$ cat config.mk
export PLATFORM = sky130hd
export DESIGN_NAME = hazard_controller
export DESIGN_NICKNAME = d
export VERILOG_FILES = /design/src/rtl/hazard_controller_pkg.sv /design/src/rtl/hazard_shadow_stage.sv /design/src/rtl/hazard_controller.sv
export SDC_FILE = /design/constraint.sdc
export NUM_CORES = 1
export LEC_CHECK = 0
export CAP_MARGIN = 20
export CORE_MARGIN = 2
export CORE_UTILIZATION = 33
export CTS_BUF_LIST = sky130_fd_sc_hd__clkbuf_16
export DETAILED_ROUTE_END_ITERATION = 8
export DONT_BUFFER_PORTS = 1
export PLACE_DENSITY = 0.46
export SLEW_MARGIN = 20
export SYNTH_ARGS = -nofsm -noshare
export SYNTH_HDL_FRONTEND = slang
export SYNTH_HIERARCHICAL = 1
export SYNTH_SLANG_ARGS = --single-unit
export TNS_END_PERCENT = 10
$ cat constraint.sdc
create_clock -name clk -period 8.2 [get_ports clk]
set_input_delay 2.46 -clock clk [delete_from_list [all_inputs] [get_ports clk]]
set_output_delay 2.46 -clock clk [all_outputs]
set_load 0.02 [all_outputs]
$ cat src/rtl/hazard_controller_pkg.sv
// rtl/hazard_controller_pkg.sv - shared encodings and shadow-entry layout for the hazard controller
package hazard_controller_pkg;

    localparam logic [1:0] FWD_RF    = 2'b00;
    localparam logic [1:0] FWD_EXMEM = 2'b01;
    localparam logic [1:0] FWD_MEMWB = 2'b10;

    typedef enum logic {
        RUN    = 1'b0,
        FREEZE = 1'b1
    } hz_state_t;

    // Flag bits are {valid, wr, ld}; the register tags follow them.
    localparam int SH_FLAG_W = 3;

    // EX keeps the full entry, MEM drops the source tags, WB only needs the write tag.
    function automatic int ex_entry_w(input int aw);
        return SH_FLAG_W + 3 * aw;
    endfunction

    function automatic int mem_entry_w(input int aw);
        return SH_FLAG_W + aw;
    endfunction

    function automatic int wb_entry_w(input int aw);
        return SH_FLAG_W - 1 + aw;
    endfunction

endpackage

$ cat src/rtl/hazard_shadow_stage.sv
// rtl/hazard_shadow_stage.sv - one shadow pipeline register of destination/source tags
module hazard_shadow_stage #(
    parameter int W = 8
) (
    input  logic         clk,
    input  logic         reset_n,
    input  logic         en,
    input  logic         flush,
    input  logic [W-1:0] d,
    output logic [W-1:0] q
);

    // A flushed entry is all-zero, which reads as invalid with rd = 0.
    always_ff @(posedge clk or negedge reset_n) begin
        if (!reset_n) begin
            q <= '0;
        end else if (flush) begin
            q <= '0;
        end else if (en) begin
            q <= d;
        end
    end

endmodule

$ cat src/rtl/hazard_controller.sv
// rtl/hazard_controller.sv - stall/flush/forwarding control for the 5-stage RV32I pipeline
module hazard_controller
    import hazard_controller_pkg::*;
#(
    parameter int REG_ADDR_W = 5,
    parameter int CNT_W      = 16
) (
    input  logic                  clk,
    input  logic                  reset_n,
    input  logic [REG_ADDR_W-1:0] id_rs1,
    input  logic [REG_ADDR_W-1:0] id_rs2,
    input  logic                  id_use_rs1,
    input  logic                  id_use_rs2,
    input  logic [REG_ADDR_W-1:0] id_rd,
    input  logic                  id_esc_reg_n,
    input  logic                  id_lw,
    input  logic                  ex_redirect,
    input  logic                  mem_req,
    input  logic                  mem_ready,
    input  logic                  stall_clr,
    output logic                  pc_en,
    output logic                  ifid_en,
    output logic                  idex_en,
    output logic                  exmem_en,
    output logic                  ifid_flush,
    output logic                  idex_flush,
    output logic                  memwb_flush,
    output logic                  pc_sel,
    output logic [1:0]            fwd_a,
    output logic [1:0]            fwd_b,
    output logic [CNT_W-1:0]      stall_cnt
);

    localparam int AW  = REG_ADDR_W;
    localparam int EXW = ex_entry_w(AW);
    localparam int MW  = mem_entry_w(AW);
    localparam int WW  = wb_entry_w(AW);
    localparam logic [CNT_W-1:0] CNT_ONE = {{(CNT_W-1){1'b0}}, 1'b1};

    logic [EXW-1:0] id_entry, ex_entry;
    logic [MW-1:0]  mem_d, mem_entry;
    logic [WW-1:0]  wb_d, wb_entry;

    logic          ex_valid, ex_wr, ex_ld;
    logic [AW-1:0] ex_rd, ex_rs1, ex_rs2;
    logic          mem_valid, mem_wr, mem_ld;
    logic [AW-1:0] mem_rd;
    logic          wb_valid, wb_wr;
    logic [AW-1:0] wb_rd;

    hz_state_t state, state_nxt;
    logic      frozen;
    logic      load_use;

    assign id_entry = {1'b1, ~id_esc_reg_n & (id_rd != '0), id_lw, id_rd, id_rs1, id_rs2};
    assign {ex_valid, ex_wr, ex_ld, ex_rd, ex_rs1, ex_rs2} = ex_entry;
    assign mem_d = {ex_valid, ex_wr, ex_ld, ex_rd};
    assign {mem_valid, mem_wr, mem_ld, mem_rd} = mem_entry;
    assign wb_d = {mem_valid, mem_wr, mem_rd};
    assign {wb_valid, wb_wr, wb_rd} = wb_entry;

    hazard_shadow_stage #(.W(EXW)) u_ex_stage (
        .clk     (clk),
        .reset_n (reset_n),
        .en      (idex_en),
        .flush   (idex_flush),
        .d       (id_entry),
        .q       (ex_entry)
    );

    hazard_shadow_stage #(.W(MW)) u_mem_stage (
        .clk     (clk),
        .reset_n (reset_n),
        .en      (exmem_en),
        .flush   (1'b0),
        .d       (mem_d),
        .q       (mem_entry)
    );

    hazard_shadow_stage #(.W(WW)) u_wb_stage (
        .clk     (clk),
        .reset_n (reset_n),
        .en      (~frozen),
        .flush   (memwb_flush),
        .d       (wb_d),
        .q       (wb_entry)
    );

    assign load_use = ex_valid & ex_ld & ex_wr &
                      ((id_use_rs1 & (id_rs1 == ex_rd)) | (id_use_rs2 & (id_rs2 == ex_rd)));

    always_ff @(posedge clk or negedge reset_n) begin
        if (!reset_n) begin
            state <= RUN;
        end else begin
            state <= state_nxt;
        end
    end

    // The freeze is decided combinationally so a busy memory stalls in the same cycle.
    always_comb begin
        state_nxt   = state;
        frozen      = 1'b0;
        pc_en       = 1'b1;
        ifid_en     = 1'b1;
        idex_en     = 1'b1;
        exmem_en    = 1'b1;
        ifid_flush  = 1'b0;
        idex_flush  = 1'b0;
        memwb_flush = 1'b0;
        pc_sel      = 1'b0;

        if (state == RUN) begin
            if (mem_req && !mem_ready) begin
                state_nxt = FREEZE;
                frozen    = 1'b1;
            end
        end else begin
            if (mem_ready) begin
                state_nxt = RUN;
            end else begin
                frozen = 1'b1;
            end
        end

        if (!reset_n) begin
            pc_en       = 1'b0;
            ifid_en     = 1'b0;
            idex_en     = 1'b0;
            exmem_en    = 1'b0;
            ifid_flush  = 1'b1;
            idex_flush  = 1'b1;
            memwb_flush = 1'b1;
        end else if (frozen) begin
            pc_en       = 1'b0;
            ifid_en     = 1'b0;
            idex_en     = 1'b0;
            exmem_en    = 1'b0;
            memwb_flush = 1'b1;
        end else if (ex_redirect) begin
            pc_sel     = 1'b1;
            ifid_flush = 1'b1;
            idex_flush = 1'b1;
        end else if (load_use) begin
            pc_en      = 1'b0;
            ifid_en    = 1'b0;
            idex_flush = 1'b1;
        end
    end

    // A load sitting in MEM has no data yet, so it never forwards from EX/MEM.
    function automatic logic [1:0] fwd_sel(
        input logic [AW-1:0] rs,
        input logic          m_valid,
        input logic          m_wr,
        input logic          m_ld,
        input logic [AW-1:0] m_rd,
        input logic          w_valid,
        input logic          w_wr,
        input logic [AW-1:0] w_rd
    );
        if (m_valid && m_wr && !m_ld && (m_rd == rs)) begin
            return FWD_EXMEM;
        end else if (w_valid && w_wr && (w_rd == rs)) begin
            return FWD_MEMWB;
        end
        return FWD_RF;
    endfunction

    always_comb begin
        fwd_a = FWD_RF;
        fwd_b = FWD_RF;
        if (reset_n) begin
            fwd_a = fwd_sel(ex_rs1, mem_valid, mem_wr, mem_ld, mem_rd, wb_valid, wb_wr, wb_rd);
            fwd_b = fwd_sel(ex_rs2, mem_valid, mem_wr, mem_ld, mem_rd, wb_valid, wb_wr, wb_rd);
        end
    end

    always_ff @(posedge clk or negedge reset_n) begin
        if (!reset_n) begin
            stall_cnt <= '0;
        end else if (stall_clr) begin
            stall_cnt <= '0;
        end else if (!pc_en && (stall_cnt != '1)) begin
            stall_cnt <= stall_cnt + CNT_ONE;
        end
    end

endmodule

==> results by group, run 1 <==
Floorplan
  • Num ports: 53
  • Std-Cell Rows: 33
  • Die Ht: 96.9 um
  • Die area: 9390 sq um
  • DIE WIDTH: 96.9 um
  • Initial Util: 34.3%
  • Core area: 8300 sq um

Yosys
  • Prevailing post-synth register cell: dfrtp_1
  • Synthesized area per cell: 10.1 sq um
  • Cells after Synth: 283
  • Ys Warns: 6
  • Mapped cell area: 2850 sq um
  • Async SR Flop Fraction: 100%
  • Sequential share of the synthesized area: 43.9%
  • Number of synthesized flops with an enable pin: 0
  • Count of cell types in the netlist: 43
  • Synthesized flop and latch total: 50
  • Synthesized Nets: 309

Clock tree
  • Number of CTS-inserted buffers: 5
  • CTS tree: yes
  • Root Buffer: clkbuf_16
  • H-tree lvl count: 2
  • Postcts setup bufs: 0
  • Clock transition at path regs: 0.06 ns
  • Cts hold-fix bufs: 0
  • Max clock buf depth: 2
  • # clock sinks: 50
  • Clock Latency Late Sink: 0.29 ns
  • # resized after CTS: 0

Final layout
  • Share of post-route cells with drive strength above 1: 10.0%
  • Diode count: 0
  • Area growth syn-to-layout: 7.91%
  • FILL cells: 848
  • Nets: 305
  • Final cell count without fillers: 385

Setup path
  • Worst Path Class, Setup: input port to output pin
  • Worst-path maximum fanout: 19
  • Worst Path Arrival: 4.31 ns
  • Reg2reg setup slack: 5.13 ns
  • R2R Path End: stall_cnt[6]
  • Type of origin of the critical path: input port
  • Worst endpoint required time: 5.74 ns
  • Critical Path End Type: output pin
  • Reg-to-Reg Start: state
  • R2R cell count: 9

Timing
  • Tcrit/Tclk final: 82.6%
  • WHS: 0.533 ns
  • Fmax: 0.148 GHz
  • Setup TNS: 0 ns
  • Fin crit period: 6.77 ns
  • Clock skew: 0.00528 ns
  • Pins Over Slew Limit: 0
  • RSZ-0062 raised after global routing: false
  • Final hold vios: 0
  • Rel. slew slack: 36.9%
  • Worst-Margin Slew: 0.937 ns
  • # setup viols final: 0

Route
  • Post-Route WL: 6.61 mm
  • Avg WL per Cell: 17.2 um
  • Iteration-0 DRC Markers: 98
  • # DRC: 0
  • DRT Pass-1 Iters: 4
  • DR vias/cell: 5.14
  • Final antenna-violating net count: 0
  • Via Count: 1979

Hold path
  • Endpoint of the worst hold path: u_wb_stage/q[5]
  • Hold depth: 2
  • HP Class: flop to flop
  • Worst Hold Launch: u_wb_stage/q[5]

Run status
  • Status: complete, no violations

Global routing
  • First-pass GRT wire length: 11.1 mm
  • Vias in the first global route: 1997
  • Largest net degree at the start of global routing: 58
  • Gr usage total: 14.7%
  • Remaining Overflow, GRT: 0
  • Initial antenna violation count: 0

Job
  • Max_cap viols: 0

Place
  • IO Port Bufs: 0
  • Hpwl dp: 4.91 mm
  • Dpl cells: 377
  • RePlAce Congestion: 0.780

Power
  • Pwr dens: 177 nW/um^2
  • Pwr Total: 0.000543 W
  • Leak pwr: 1.43 nW
  • VDD IR max: 84.4 uV
cell usage after synthesis (2+ instances only):
cell type   n  area share, %
dfrtp_1    50             44
nor2_1     50            6.6
mux2i_1    34             12
xor2_1     18            5.5
nor2b_1    11            2.4
nand2_1    10            1.3
mux2_2      9            3.6
xnor2_1     9            2.8
or4_1       8            2.1
a21oi_1     6            1.1
and3_1      6            1.3
nand2b_1    6            1.3
nand3_1     6            1.1
nor3_1      6            1.1
and2_1      5            1.1
clkbuf_1    5           0.66
inv_1       5           0.66
o31ai_1     5            1.3
buf_6       4            1.6
nand4_1     4           0.88
buf_4       2           0.53
conb_1      2           0.26
nor4_1      2           0.44
cell usage in the layout, fill, tap and decap left out, types with 8 or more instances in the layout:
| cell type | netlist | final |
|---|---|---|
| nand2_1 | 10 | 10 |
| nor2b_1 | 11 | 11 |
| dfrtp_1 | 50 | 50 |
| mux2i_1 | 34 | 34 |
| xnor2_1 | 9 | 9 |
| xor2_1 | 18 | 18 |
| or4_1 | 8 | 8 |
| mux2_2 | 9 | 9 |
| nor2_1 | 50 | 49 |
power breakdown:
part / switching [W] / total [W] / internal [W]
combinational: 0.0000276 / 0.0000474 / 0.0000199
sequential: 0.00000994 / 0.000263 / 0.000253
clock: 0.0000896 / 0.000233 / 0.000143
through the flow:
| stage | cell area [sq um] | setup slack (ns) | util [%] |
|---|---|---|---|
| 2_1_floorplan | 2850 | 1.67 | - |
| 3_3_place_gp | 2910 | 1.41 | 35.0 |
| 3_5_place_dp | 2910 | 1.37 | 35.0 |
| 4_1_cts | 3070 | 1.37 | 37.0 |
| 5_1_grt | 3070 | 1.25 | 37.0 |
| 6_report | 3070 | 1.43 | 37.0 |
layout make-up:
type | count | area (sq um) | share of cell area, %
well taps | 105 | 131 | 4.28
flip-flops and latches | 50 | 1250 | 40.7
clock inverters | 3 | 40.0 | 1.30
inverters | 5 | 18.8 | 0.611
repair buffers | 4 | 30.0 | 0.977
clock buffers | 5 | 125 | 4.07
multi-input cells | 213 | 1480 | 48.0
metal layers:
| layer | global-route usage, % | wire, um | vias to the layer above |
|---|---|---|---|
| li1 | - | - | 964 |
| met1 | 21.5 | 3280 | 964 |
| met2 | 21.5 | 2910 | 46 |
| met3 | 4.41 | 360 | 5 |
| met4 | 2.93 | 61 | 0 |
| met5 | 0 | 0 | - |
sequential cells by signal, summed over array words and instances (netlist names):
signal / cells
u_wb_stage/q: 7
state: 1
u_ex_stage/q: 18
u_mem_stage/q: 8
stall_cnt: 16
critical path, cell delays in order:
cell     delay, ns
nor2_1        0.08
nor2_1        0.08
inv_1         0.34
and2_2        0.66
o41ai_2       0.19
nor2_2        0.49
logic make-up (layout without fill, tap and decap cells):
family,after synthesis,after routing,share of synthesized area [%]
other cells,2,2,0.264
compound gates,17,17,4.31
flops,50,50,43.9
mux,43,43,15.5
xor+xnor,27,27,8.30
buf+inv,20,17,4.61
simple gates,123,123,22.6
fa+ha+maj,1,1,0.439
worst max-delay path by stage:
stage | start | endpoint | slack [ns] | depth (start not counted)
final | mem_req | ifid_en | 1.43 | 6
after global routing | mem_req | ifid_en | 1.25 | 6
after CTS | mem_req | ifid_en | 1.37 | 6
after detailed placement | mem_req | ifid_en | 1.37 | 6
after global placement | mem_req | ifid_en | 1.41 | 6
after floorplan | mem_req | pc_en | 1.67 | 8
No activity file was read; power rests on OpenSTA's default activity.
==> run 2, diff against run 1 <==
==> constraint.sdc (replaced) <==
create_clock -name clk -period 6.26 [get_ports clk]
set_input_delay 1.878 -clock clk [delete_from_list [all_inputs] [get_ports clk]]
set_output_delay 1.878 -clock clk [all_outputs]
set_load 0.02 [all_outputs]
==> results by group, run 2 (synthesis gave the netlist of run 1 again) <==
Clock tree
  • # clock sinks: 50
  • # resized after CTS: 0
  • Clock transition at path regs: 0.06 ns
  • H-tree lvl count: 2
  • CTS tree: yes
  • Max clock buf depth: 2
  • Cts hold-fix bufs: 0
  • Clock Latency Late Sink: 0.28 ns
  • Postcts setup bufs: 0
  • Number of CTS-inserted buffers: 5
  • Root Buffer: clkbuf_16

Route
  • Avg WL per Cell: 16.9 um
  • DRT Pass-1 Iters: 4
  • Final antenna-violating net count: 0
  • # DRC: 0
  • Post-Route WL: 6.49 mm
  • Iteration-0 DRC Markers: 75
  • DR vias/cell: 5.01
  • Via Count: 1927

Power
  • Pint: 0.000502 W
  • Seq pwr share: 51.8%
  • Pwr Total: 0.000664 W
  • Pwr dens: 218 nW/um^2
  • Leak pwr: 1.42 nW
  • Switch share: 24.4%
  • Power share of the combinational group: 9.3%
  • Clock power share: 38.9%
  • VDD IR max: 97.4 uV
  • Psw: 0.000162 W

Final layout
  • Commonest non-fill, non-tap cell in the layout: dfrtp_1
  • Area growth syn-to-layout: 6.94%
  • Most flops, register: u_ex_stage/q
  • Highest-count cells in the layout ignoring fill and taps: 50 x dfrtp_1, 49 x nor2_1, 34 x mux2i_1, 18 x xor2_1, 11 x nor2b_1
  • FILL cells: 842
  • Diode count: 0
  • Number of flip-flops in the largest register: 18
  • Final Util: 36.7%
  • Share of post-route cells with drive strength above 1: 9.29%
  • Top Registers: u_ex_stage/q (18), stall_cnt (16), u_mem_stage/q (8)
  • Nets: 305

Setup path
  • R2R Path End: stall_cnt[8]
  • Worst Path Class, Setup: input port to output pin
  • Reg2reg setup slack: 3.84 ns
  • Type of origin of the critical path: input port
  • Worst Path Arrival: 3.51 ns
  • Worst-path maximum fanout: 29
  • R2R cell count: 7
  • Reg-to-Reg Start: u_ex_stage/q[12]
  • Critical Path End Type: output pin
  • Worst endpoint required time: 4.38 ns

Hold path
  • Worst Hold Launch: u_mem_stage/q[5]
  • HP Class: flop to flop
  • Hold depth: 2
  • Endpoint of the worst hold path: u_mem_stage/q[5]

Run status
  • Status: complete, no violations

Global routing
  • First-pass GRT wire length: 10.7 mm
  • Largest net degree at the start of global routing: 58
  • Remaining Overflow, GRT: 0
  • Vias in the first global route: 1952
  • Gr usage total: 14.1%
  • Initial antenna violation count: 0

Timing
  • Final hold vios: 0
  • Fmax: 0.186 GHz
  • Pins Over Slew Limit: 0
  • Setup TNS: 0 ns
  • Tcrit/Tclk final: 86.0%
  • Rel. slew slack: 35.7%
  • Worst-Margin Slew: 0.956 ns
  • Fin crit period: 5.38 ns
  • # setup viols final: 0
  • Clock skew: 0.00426 ns
  • RSZ-0062 raised after global routing: false

Floorplan
  • Initial Util: 34.3%
  • Core area: 8300 sq um
  • Std-Cell Rows: 33
  • DIE WIDTH: 96.9 um
  • Die area: 9390 sq um
  • Die Ht: 96.9 um
  • Num ports: 53

Job
  • Max_cap viols: 0

Place
  • IO Port Bufs: 0
  • RePlAce Congestion: 0.778
  • Hpwl dp: 4.80 mm
[run 2: cell count changes in the layout (fill, tap and decap cells not counted)]
cell       delta
inv_1         +1
clkinv_2      -1
bufinv_16     -1
clkinv_1      +1
[run 2: critical path, stage by stage]
cell and delay, ns:
nor2_1 0.08, nor2_1 0.08, inv_1 0.36, and2_2 0.24, buf_4 0.49, inv_1 0.36
[run 2: how the worst max path moves through the flow]
stage	from	endpoint	slack (ns)	cells after the start
2_1_floorplan	mem_req	pc_en	0.90	8
3_3_place_gp	mem_req	memwb_flush	0.89	6
3_5_place_dp	mem_req	memwb_flush	0.87	6
4_1_cts	mem_req	memwb_flush	0.86	6
5_1_grt	mem_req	memwb_flush	0.75	6
6_report	mem_req	memwb_flush	0.88	6
[run 2: stage by stage]
stage                     std cells  hold slack [ns]  cell area (sq um)  setup WS [ns]
after global routing            385            0.570               3050          0.745
final                           385            0.535               3050          0.875
after detailed placement        377            0.520               2910          0.870
after floorplan                 283            0.477               2850          0.897
after CTS                       385            0.536               3050          0.863
after global placement          377            0.518               2910          0.894
[run 2: layer usage]
layer / share of wire (%) / vias to the layer above / GRT usage, %
met1: 50 / 925 / 20.4
met2: 44 / 38 / 20.6
met5: 0 / - / 0
met3: 4.9 / 4 / 4.19
li1: - / 960 / -
met4: 1.1 / 0 / 3.79
[run 2: final cells by class]
| class | count | area (sq um) | share of cell area (%) |
|---|---|---|---|
| clock inverter | 3 | 12.5 | 0.411 |
| tap | 105 | 131 | 4.31 |
| sequential | 50 | 1250 | 41.1 |
| timing repair buffer | 4 | 30.0 | 0.986 |
| multi-input combinational | 213 | 1480 | 48.5 |
| inverter | 5 | 18.8 | 0.616 |
| clock buffer | 5 | 125 | 4.11 |
[run 2: power groups by stage]
stage          Combinational (W)  Sequential (W)  Clock (W)
2_1_floorplan          0.0000581        0.000347          0
3_5_place_dp           0.0000620        0.000351          0
3_3_place_gp           0.0000616        0.000351          0
5_1_grt                0.0000676        0.000346   0.000287
6_report               0.0000620        0.000344   0.000258
4_1_cts                0.0000621        0.000344   0.000270
==> run 3, diff against run 2 <==
--- a/config.mk
+++ b/config.mk
@@ -12,7 +12,8 @@
 export DETAILED_ROUTE_END_ITERATION = 8
 export DONT_BUFFER_PORTS = 1
 export PLACE_DENSITY = 0.46
-export SLEW_MARGIN = 20
+export SKIP_CTS_REPAIR_TIMING = 1
+export SLEW_MARGIN = 30
 export SYNTH_ARGS = -nofsm -noshare
 export SYNTH_HDL_FRONTEND = slang
 export SYNTH_HIERARCHICAL = 1
==> results of run 3 <==
The final DEF is identical to that of run 2; final timing and power are the same.
